File: src/rtl/mult_share_ctrl.sv
// Two-requester front end for one shift-add multiplier that adds one operand per cycle.
// Ties between requesters are resolved round-robin; a finished product is held until the consumer takes it.
module mult_share_ctrl #(
    parameter int WIDTH = 32
) (
    input  logic                 clk,
    input  logic                 rst,
    input  logic                 req0_valid,
    input  logic [WIDTH-1:0]     req0_a,
    input  logic [WIDTH-1:0]     req0_b,
    output logic                 req0_ready,
    input  logic                 req1_valid,
    input  logic [WIDTH-1:0]     req1_a,
    input  logic [WIDTH-1:0]     req1_b,
    output logic                 req1_ready,
    output logic                 resp_valid,
    input  logic                 resp_ready,
    output logic                 resp_id,
    output logic [2*WIDTH-1:0]   resp_pro,
    output logic                 busy
);

    // state | meaning
    // IDLE  | waiting for a request, ready goes to the granted requester
    // MULT  | one shift-add step per cycle, WIDTH cycles
    // DONE  | product presented until resp_valid && resp_ready
    typedef enum logic [1:0] {
        IDLE = 2'd0,
        MULT = 2'd1,
        DONE = 2'd2
    } state_t;

    localparam int CNT_W = $clog2(WIDTH);

    state_t             state;
    state_t             state_nxt;
    logic [WIDTH-1:0]   a_q;
    logic [WIDTH-1:0]   mult_q;
    logic [WIDTH-1:0]   acc_hi;
    logic [CNT_W-1:0]   cnt;
    logic               id_q;
    logic               last_served;
    logic               grant_vld;
    logic               grant_id;
    logic [WIDTH:0]     sum;
    logic               last_step;

    assign grant_vld = req0_valid | req1_valid;
    // On a tie the requester that was not served last wins.
    assign grant_id  = (req0_valid & req1_valid) ? ~last_served : req1_valid;
    assign last_step = (cnt == CNT_W'(WIDTH - 1));
    assign sum       = {1'b0, acc_hi} + (mult_q[0] ? {1'b0, a_q} : '0);

    always_ff @(posedge clk) begin
        if (rst) begin
            state <= IDLE;
        end else begin
            state <= state_nxt;
        end
    end

    always_comb begin
        state_nxt  = state;
        req0_ready = 1'b0;
        req1_ready = 1'b0;
        case (state)
            IDLE: begin
                req0_ready = grant_vld & ~grant_id;
                req1_ready = grant_vld & grant_id;
                if (grant_vld) begin
                    state_nxt = MULT;
                end
            end
            MULT: begin
                if (last_step) begin
                    state_nxt = DONE;
                end
            end
            DONE: begin
                if (resp_ready) begin
                    state_nxt = IDLE;
                end
            end
            default: state_nxt = IDLE;
        endcase
    end

    always_ff @(posedge clk) begin
        if (rst) begin
            a_q         <= '0;
            mult_q      <= '0;
            acc_hi      <= '0;
            cnt         <= '0;
            id_q        <= 1'b0;
            last_served <= 1'b1;
        end else begin
            case (state)
                IDLE: begin
                    if (grant_vld) begin
                        a_q         <= grant_id ? req1_a : req0_a;
                        mult_q      <= grant_id ? req1_b : req0_b;
                        acc_hi      <= '0;
                        cnt         <= '0;
                        id_q        <= grant_id;
                        last_served <= grant_id;
                    end
                end
                MULT: begin
                    // {carry, acc_hi, multiplier} shifts right; product bits fill the multiplier register.
                    acc_hi <= sum[WIDTH:1];
                    mult_q <= {sum[0], mult_q[WIDTH-1:1]};
                    cnt    <= cnt + 1'b1;
                end
                default: begin
                end
            endcase
        end
    end

    assign resp_valid = (state == DONE);
    assign resp_pro   = resp_valid ? {acc_hi, mult_q} : '0;
    assign resp_id    = resp_valid & id_q;
    assign busy       = (state != IDLE);

endmodule

File: config.mk
export PLATFORM = sky130hd
export DESIGN_NAME = mult_share_ctrl
export DESIGN_NICKNAME = d
export VERILOG_FILES = /design/src/rtl/mult_share_ctrl.sv
export SDC_FILE = /design/constraint.sdc
export NUM_CORES = 1
export LEC_CHECK = 0
export ABC_AREA = 1
export CAP_MARGIN = 20
export CORE_ASPECT_RATIO = 0.8
export CORE_MARGIN = 2
export CORE_UTILIZATION = 45
export DETAILED_ROUTE_END_ITERATION = 12
export PLACE_DENSITY = 0.78
export SLEW_MARGIN = 40
export SYNTH_ARGS = -nofsm -noshare
export SYNTH_HDL_FRONTEND = slang
export SYNTH_SLANG_ARGS = --single-unit
export TNS_END_PERCENT = 20
File: constraint.sdc
create_clock -name clk -period 2 [get_ports clk]
set_input_delay 0.4 -clock clk [delete_from_list [all_inputs] [get_ports clk]]
set_output_delay 0.4 -clock clk [all_outputs]
set_load 0.01 [all_outputs]
# Word level (Yosys, flattened, before mapping)
# Cells that the tools add are included.
# op_classes
n_bitwise	7
n_reduce_logical	6
n_mux	17
eq_ne	6
n_addsub	2
# ops
op	count
$mux 32	5
$pmux 32 s2	2
$mux 64	1
$add 32x32->33	1
$pmux 5 s2	1
$mux 2	3
$pmux 2 s3	1
$add 5x1->5 const B	1
$eq 5x5->1 const B	1
$mux 5	1
$and 1x1->1	4
$ne 2x2->1 const B	2
$reduce_and 2->1	2
$reduce_bool 2->1	2
$mux 1	3
$reduce_and 3->1	1
$eq 2x1->1 const B	1
$eq 2x2->1 const B	1
$logic_not 2->1	1
$ne 2x1->1 const B	1
$not 1->1	2
$or 1x1->1	1
# word_totals
out_inout_bits	69
inputBits	133
reg_bits	105
elab_cells	45

# Depth between registers and ports, before layout
# logic_depth
depth_word	5
ltp_mapped	18
ltp_nobuf	16

# Worst setup path after synthesis
# Ideal clock, no wire load.
# synth_timing
path_kind	register to register
start	reg mult_q[0]
end	reg acc_hi[15]
required_ns	1.868
setup_ns	0.132
path_stages_with_launch	17
synth_period_minus_slack_ns	2.161
arrival_time_ns	2.029
path_slack_ns	-0.161
n_path_buf	2
path_cell_list	dfxtp_1 clkbuf_1 clkbuf_1 nand2_1 inv_1 ha_1 nand2_1 inv_1 nand2_1 nand2_1 inv_1 nand2_1 nand3_1 nand2_1 or2_2 nand2_1 a21oi_1
# synth_between
elab_chain_cells	3
# synth_rtl
element	line_no	text
start: declaration	38	logic [WIDTH-1:0] mult_q;
start signal: assignment	101	mult_q <= grant_id ? req1_b : req0_b;
start signal: assignment	111	mult_q <= {sum[0], mult_q[WIDTH-1:1]};
$mux 32	52	assign sum = {1'b0, acc_hi} + (mult_q[0] ? {1'b0, a_q} : '0);
$add 32x32->33	52	
$pmux 32 s2	97	case (state)
end signal: assignment	110	acc_hi <= sum[WIDTH:1];
end: declaration	39	logic [WIDTH-1:0] acc_hi;
# No other way between the ends.
# A chain may end at the register's enable or synchronous reset.

# Final worst setup path
# layout_timing
start	reg mult_q[0]
end	reg acc_hi[29]
# The elaborated chain is that of the path after synthesis.

==> flow_metrics.tcl <==
set metrics [dict create \
    dr.pass1.iters 5 \
    tritoncts_clock_tree "done" \
    core_area_um2 16400 \
    worstPathMaxFanout 17 \
    asyncSetResetFlopFracSynth_pct 0 \
    filler_cell_count 1486 \
    slew_headroom_pct 59.6 \
    yosys-top-cells-area "dfxtp_1 28%, nand2_1 23%, inv_1 11%, nor2_1 6.7%, a21oi_1 6.0%" \
    drv.max_cap_violation_count 0 \
    number_of_hold_violations_in_the_final_report 0 \
    power.switching_fraction_pct 33.2 \
    outcome "finished, violations left" \
    grt_start_max_net_pins 72 \
    place.port_buffers 201 \
    wp_data_required_ns 2.30 \
    yosys-mux-area-fraction_pct 0 \
    first_global_vias 8408 \
    maxClockFrequency_mhz 466 \
    fin_worst_skew_ns 0.0106 \
    synth_top_area_share_pct 28.2 \
    worst_ep_arrival_time_ns 2.44 \
    tritoncts.num_buffers 9 \
    clock_power_share_pct 30.9 \
    diodes 0 \
    timing.final.ws_setup_ns -0.148 \
    switchingPower_mw 1.95 \
    timing.final.crit_period_ns 2.15 \
    synth_warnings 0 \
    groute.usage.overall_pct 29.4 \
    worst-slew-pin-transition_ns 0.606 \
    clock_insertion_delay_worst_skew_ns 0.37 \
    setup_repair_after_global_routing_missed_its_margin "yes" \
    finalSetupViolations 19 \
    synth_top_family_by_area "simple AND/OR/NAND/NOR gates" \
    timing.setup.critical_path_class "register to register" \
    clock_tree.root_cell "clkbuf_16" \
    drt_first_iter_violations 648 \
    die_area_um2 17600 \
    simple_logic_cell_fraction_of_the_synthesized_area_pct 34.3 \
    drt_drc_violations_left 0 \
    layout.cells.most_common "nand2_1" \
    pre_cts_ws_ns -0.293 \
    yosys.cell_types.count 32 \
    hold_class "register to register" \
    grt_remaining_overflow 0 \
    dp.final_hpwl_um 19700 \
    mappedNetlistArea_um2 7470 \
    r2r-start "mult_q[0]$_SDFFE_PP0P_" \
    nets 1716 \
    hold_depth 2 \
    flow.area_growth_from_synthesis_pct 50.2 \
    place_congestion 0.986 \
    ir_drop_mv 0.403 \
    synth_top_cell_by_area "dfxtp_1" \
    tritoncts_num_sinks 105 \
    post_route_cells_drive_above_1_share_pct 21.2 \
    die_x_um 148 \
    postLayoutCoreUtil_pct 68.4 \
    post_synth_fa_ha_maj_area_fraction_pct 5.97 \
    postSynth.topFlopCell "dfxtp_1" \
    ys_seq_elements 105 \
    reg2reg_setup_slack_ns -0.15 \
    initial_util_pct 45.5 \
    route.detailed.vias_per_inst 5.15 \
    cts.clk_slew.worst_paths_ns 0.08 \
    io_pins 202 \
    postSynthNetCount 1455 \
    synth_area_per_cell_um2 5.80 \
    worstHoldStart "cnt[4]$_SDFFE_PP0P_" \
    antenna_found_initial 0 \
    internal_power_mw 3.92 \
    critical_path.reg2reg.endpoint "acc_hi[29]$_SDFFE_PP0P_" \
    synth_edf_count 0 \
    layout_common_cells "407 x nand2_1, 199 x inv_1, 132 x clkdlybuf4s50_1" \
    seq_power_share_pct 41.3 \
    synth-compound-area-share_pct 17.1 \
    final_antenna_net_count 0 \
    crit_path_start_kind "register" \
    std_cell_rows 42 \
    synth_xor_xnor_area_share_pct 0 \
    crit_path_end_kind "register" \
    synth-seq-area-share_pct 28.2 \
    routed-via-count 9129 \
    p_leak_nw 5.27 \
    timing.hold.worst_endpoint "cnt[4]$_SDFFE_PP0P_" \
    detail_route.wirelength_um 26900 \
    cts_htree_levels 3 \
    grt_pass1_wl_um 41500 \
    worst_r2r_path_depth 15 \
    drt-wirelength-per-cell_um 15.2 \
    power_per_cell_area_nw_per_um2 524 \
    die_h_um 119 \
    slew_violations 0 \
    layout_worst_path_cycle_share_pct 107 \
    postSynthCellCount 1287 \
    power.combinational.fraction_pct 27.8 \
    cts_buffer_depth 2 \
    failed_checks "setup timing" \
]
[critical path, cell delays in order, from the launching register on]
cell and delay (ns):
dfxtp_4 0.40, buf_12 0.16, nand2_1 0.08, inv_2 0.12
ha_4 0.23, nand2_2 0.11, inv_1 0.07, nand2_1 0.09
inv_1 0.08, a21oi_2 0.20, nand2_4 0.10, nand2_1 0.11
nand2_1 0.06, nand2_1 0.06, nand3_1 0.06, a21oi_1 0.14
[what timing repair did]
item	in CTS	in global routing
cloned	1	0
endpoints found under the setup margin	96	84
pin swaps	2	16
gates resized for setup	194	165
hold buffers	0	0
setup buffers	2	3
[power by group through the flow]
| stage | Sequential, mW | Clock [mW] | Combinational (mW) |
|---|---|---|---|
| 2_1_floorplan | 2.41 | 0 | 0.835 |
| 3_3_place_gp | 2.46 | 0 | 1.52 |
| 3_5_place_dp | 2.46 | 0 | 1.54 |
| 4_1_cts | 2.42 | 1.84 | 1.58 |
| 5_1_grt | 2.45 | 1.91 | 1.78 |
| 6_report | 2.43 | 1.82 | 1.63 |
[synthesized netlist by cell type, drive strengths merged (5+ instances only)]
cell type	instances
nor3	5
a221oi	19
inv	225
dfxtp	105
o21bai	16
nor2	137
clkbuf	31
buf	23
o21ai	41
a21oi	90
ha	34
nand3	49
a31oi	45
nand2	450
[layout make-up]
type / instances / area (µm²) / share of cell area [%]
Clock buffer: 10 / 229 / 2.04
Clock inverter: 6 / 67.6 / 0.602
Inverter: 225 / 850 / 7.57
Multi-Input combinational cell: 903 / 5000 / 44.6
Sequential cell: 105 / 2110 / 18.8
Tap cell: 220 / 275 / 2.45
Timing Repair Buffer: 304 / 2690 / 24.0
[routing by layer]
metal / share of wire [%] / track usage [%]
met1: 44 / 39.4
met2: 46 / 48.0
met3: 7.3 / 5.56
met4: 2.5 / 8.93
met5: 0 / 0
[worst max-delay path by stage]
stage	from	end	slack (ns)	cells after the start
after floorplan	mult_q[0]$_SDFFE_PP0P_	acc_hi[15]$_SDFFE_PP0P_	0.001	15
after global placement	mult_q[0]$_SDFFE_PP0P_	acc_hi[15]$_SDFFE_PP0P_	-0.24	13
after detailed placement	mult_q[0]$_SDFFE_PP0P_	acc_hi[15]$_SDFFE_PP0P_	-0.29	13
after CTS	mult_q[0]$_SDFFE_PP0P_	acc_hi[27]$_SDFFE_PP0P_	-0.14	12
after global routing	mult_q[0]$_SDFFE_PP0P_	acc_hi[25]$_SDFFE_PP0P_	-0.27	16
final	mult_q[0]$_SDFFE_PP0P_	acc_hi[29]$_SDFFE_PP0P_	-0.15	15
[through the flow]
| step | instance area [µm²] | power (mW) | instances | hold WS (ns) | TNS, ns |
|---|---|---|---|---|---|
| 5_1_grt | 11200 | 6.14 | 1773 | 0.509 | -4.10 |
| 3_3_place_gp | 10300 | 3.98 | 1751 | 0.453 | -8.90 |
| 6_report | 11200 | 5.88 | 1773 | 0.481 | -1.29 |
| 3_5_place_dp | 10300 | 4.00 | 1751 | 0.468 | -11.18 |
| 4_1_cts | 10800 | 5.84 | 1770 | 0.479 | -1.16 |
| 2_1_floorplan | 7480 | 3.24 | 1287 | 0.437 | 0 |
[sequential cells by signal (all words and copies together), names as in the netlist]
| signal | flops |
|---|---|
| mult_q | 32 |
| a_q | 32 |
| id_q | 1 |
| acc_hi | 32 |
| cnt | 5 |
| last_served | 1 |
| state | 2 |
[logic make-up after synthesis]
kind of cell               after synthesis
and+or+nand+nor                        652
DFF                                    105
AOI/OAI and AO/OA                      216
adders and majority gates               35
buffers and inverters                  279
(Power assumes the default switching activity.)
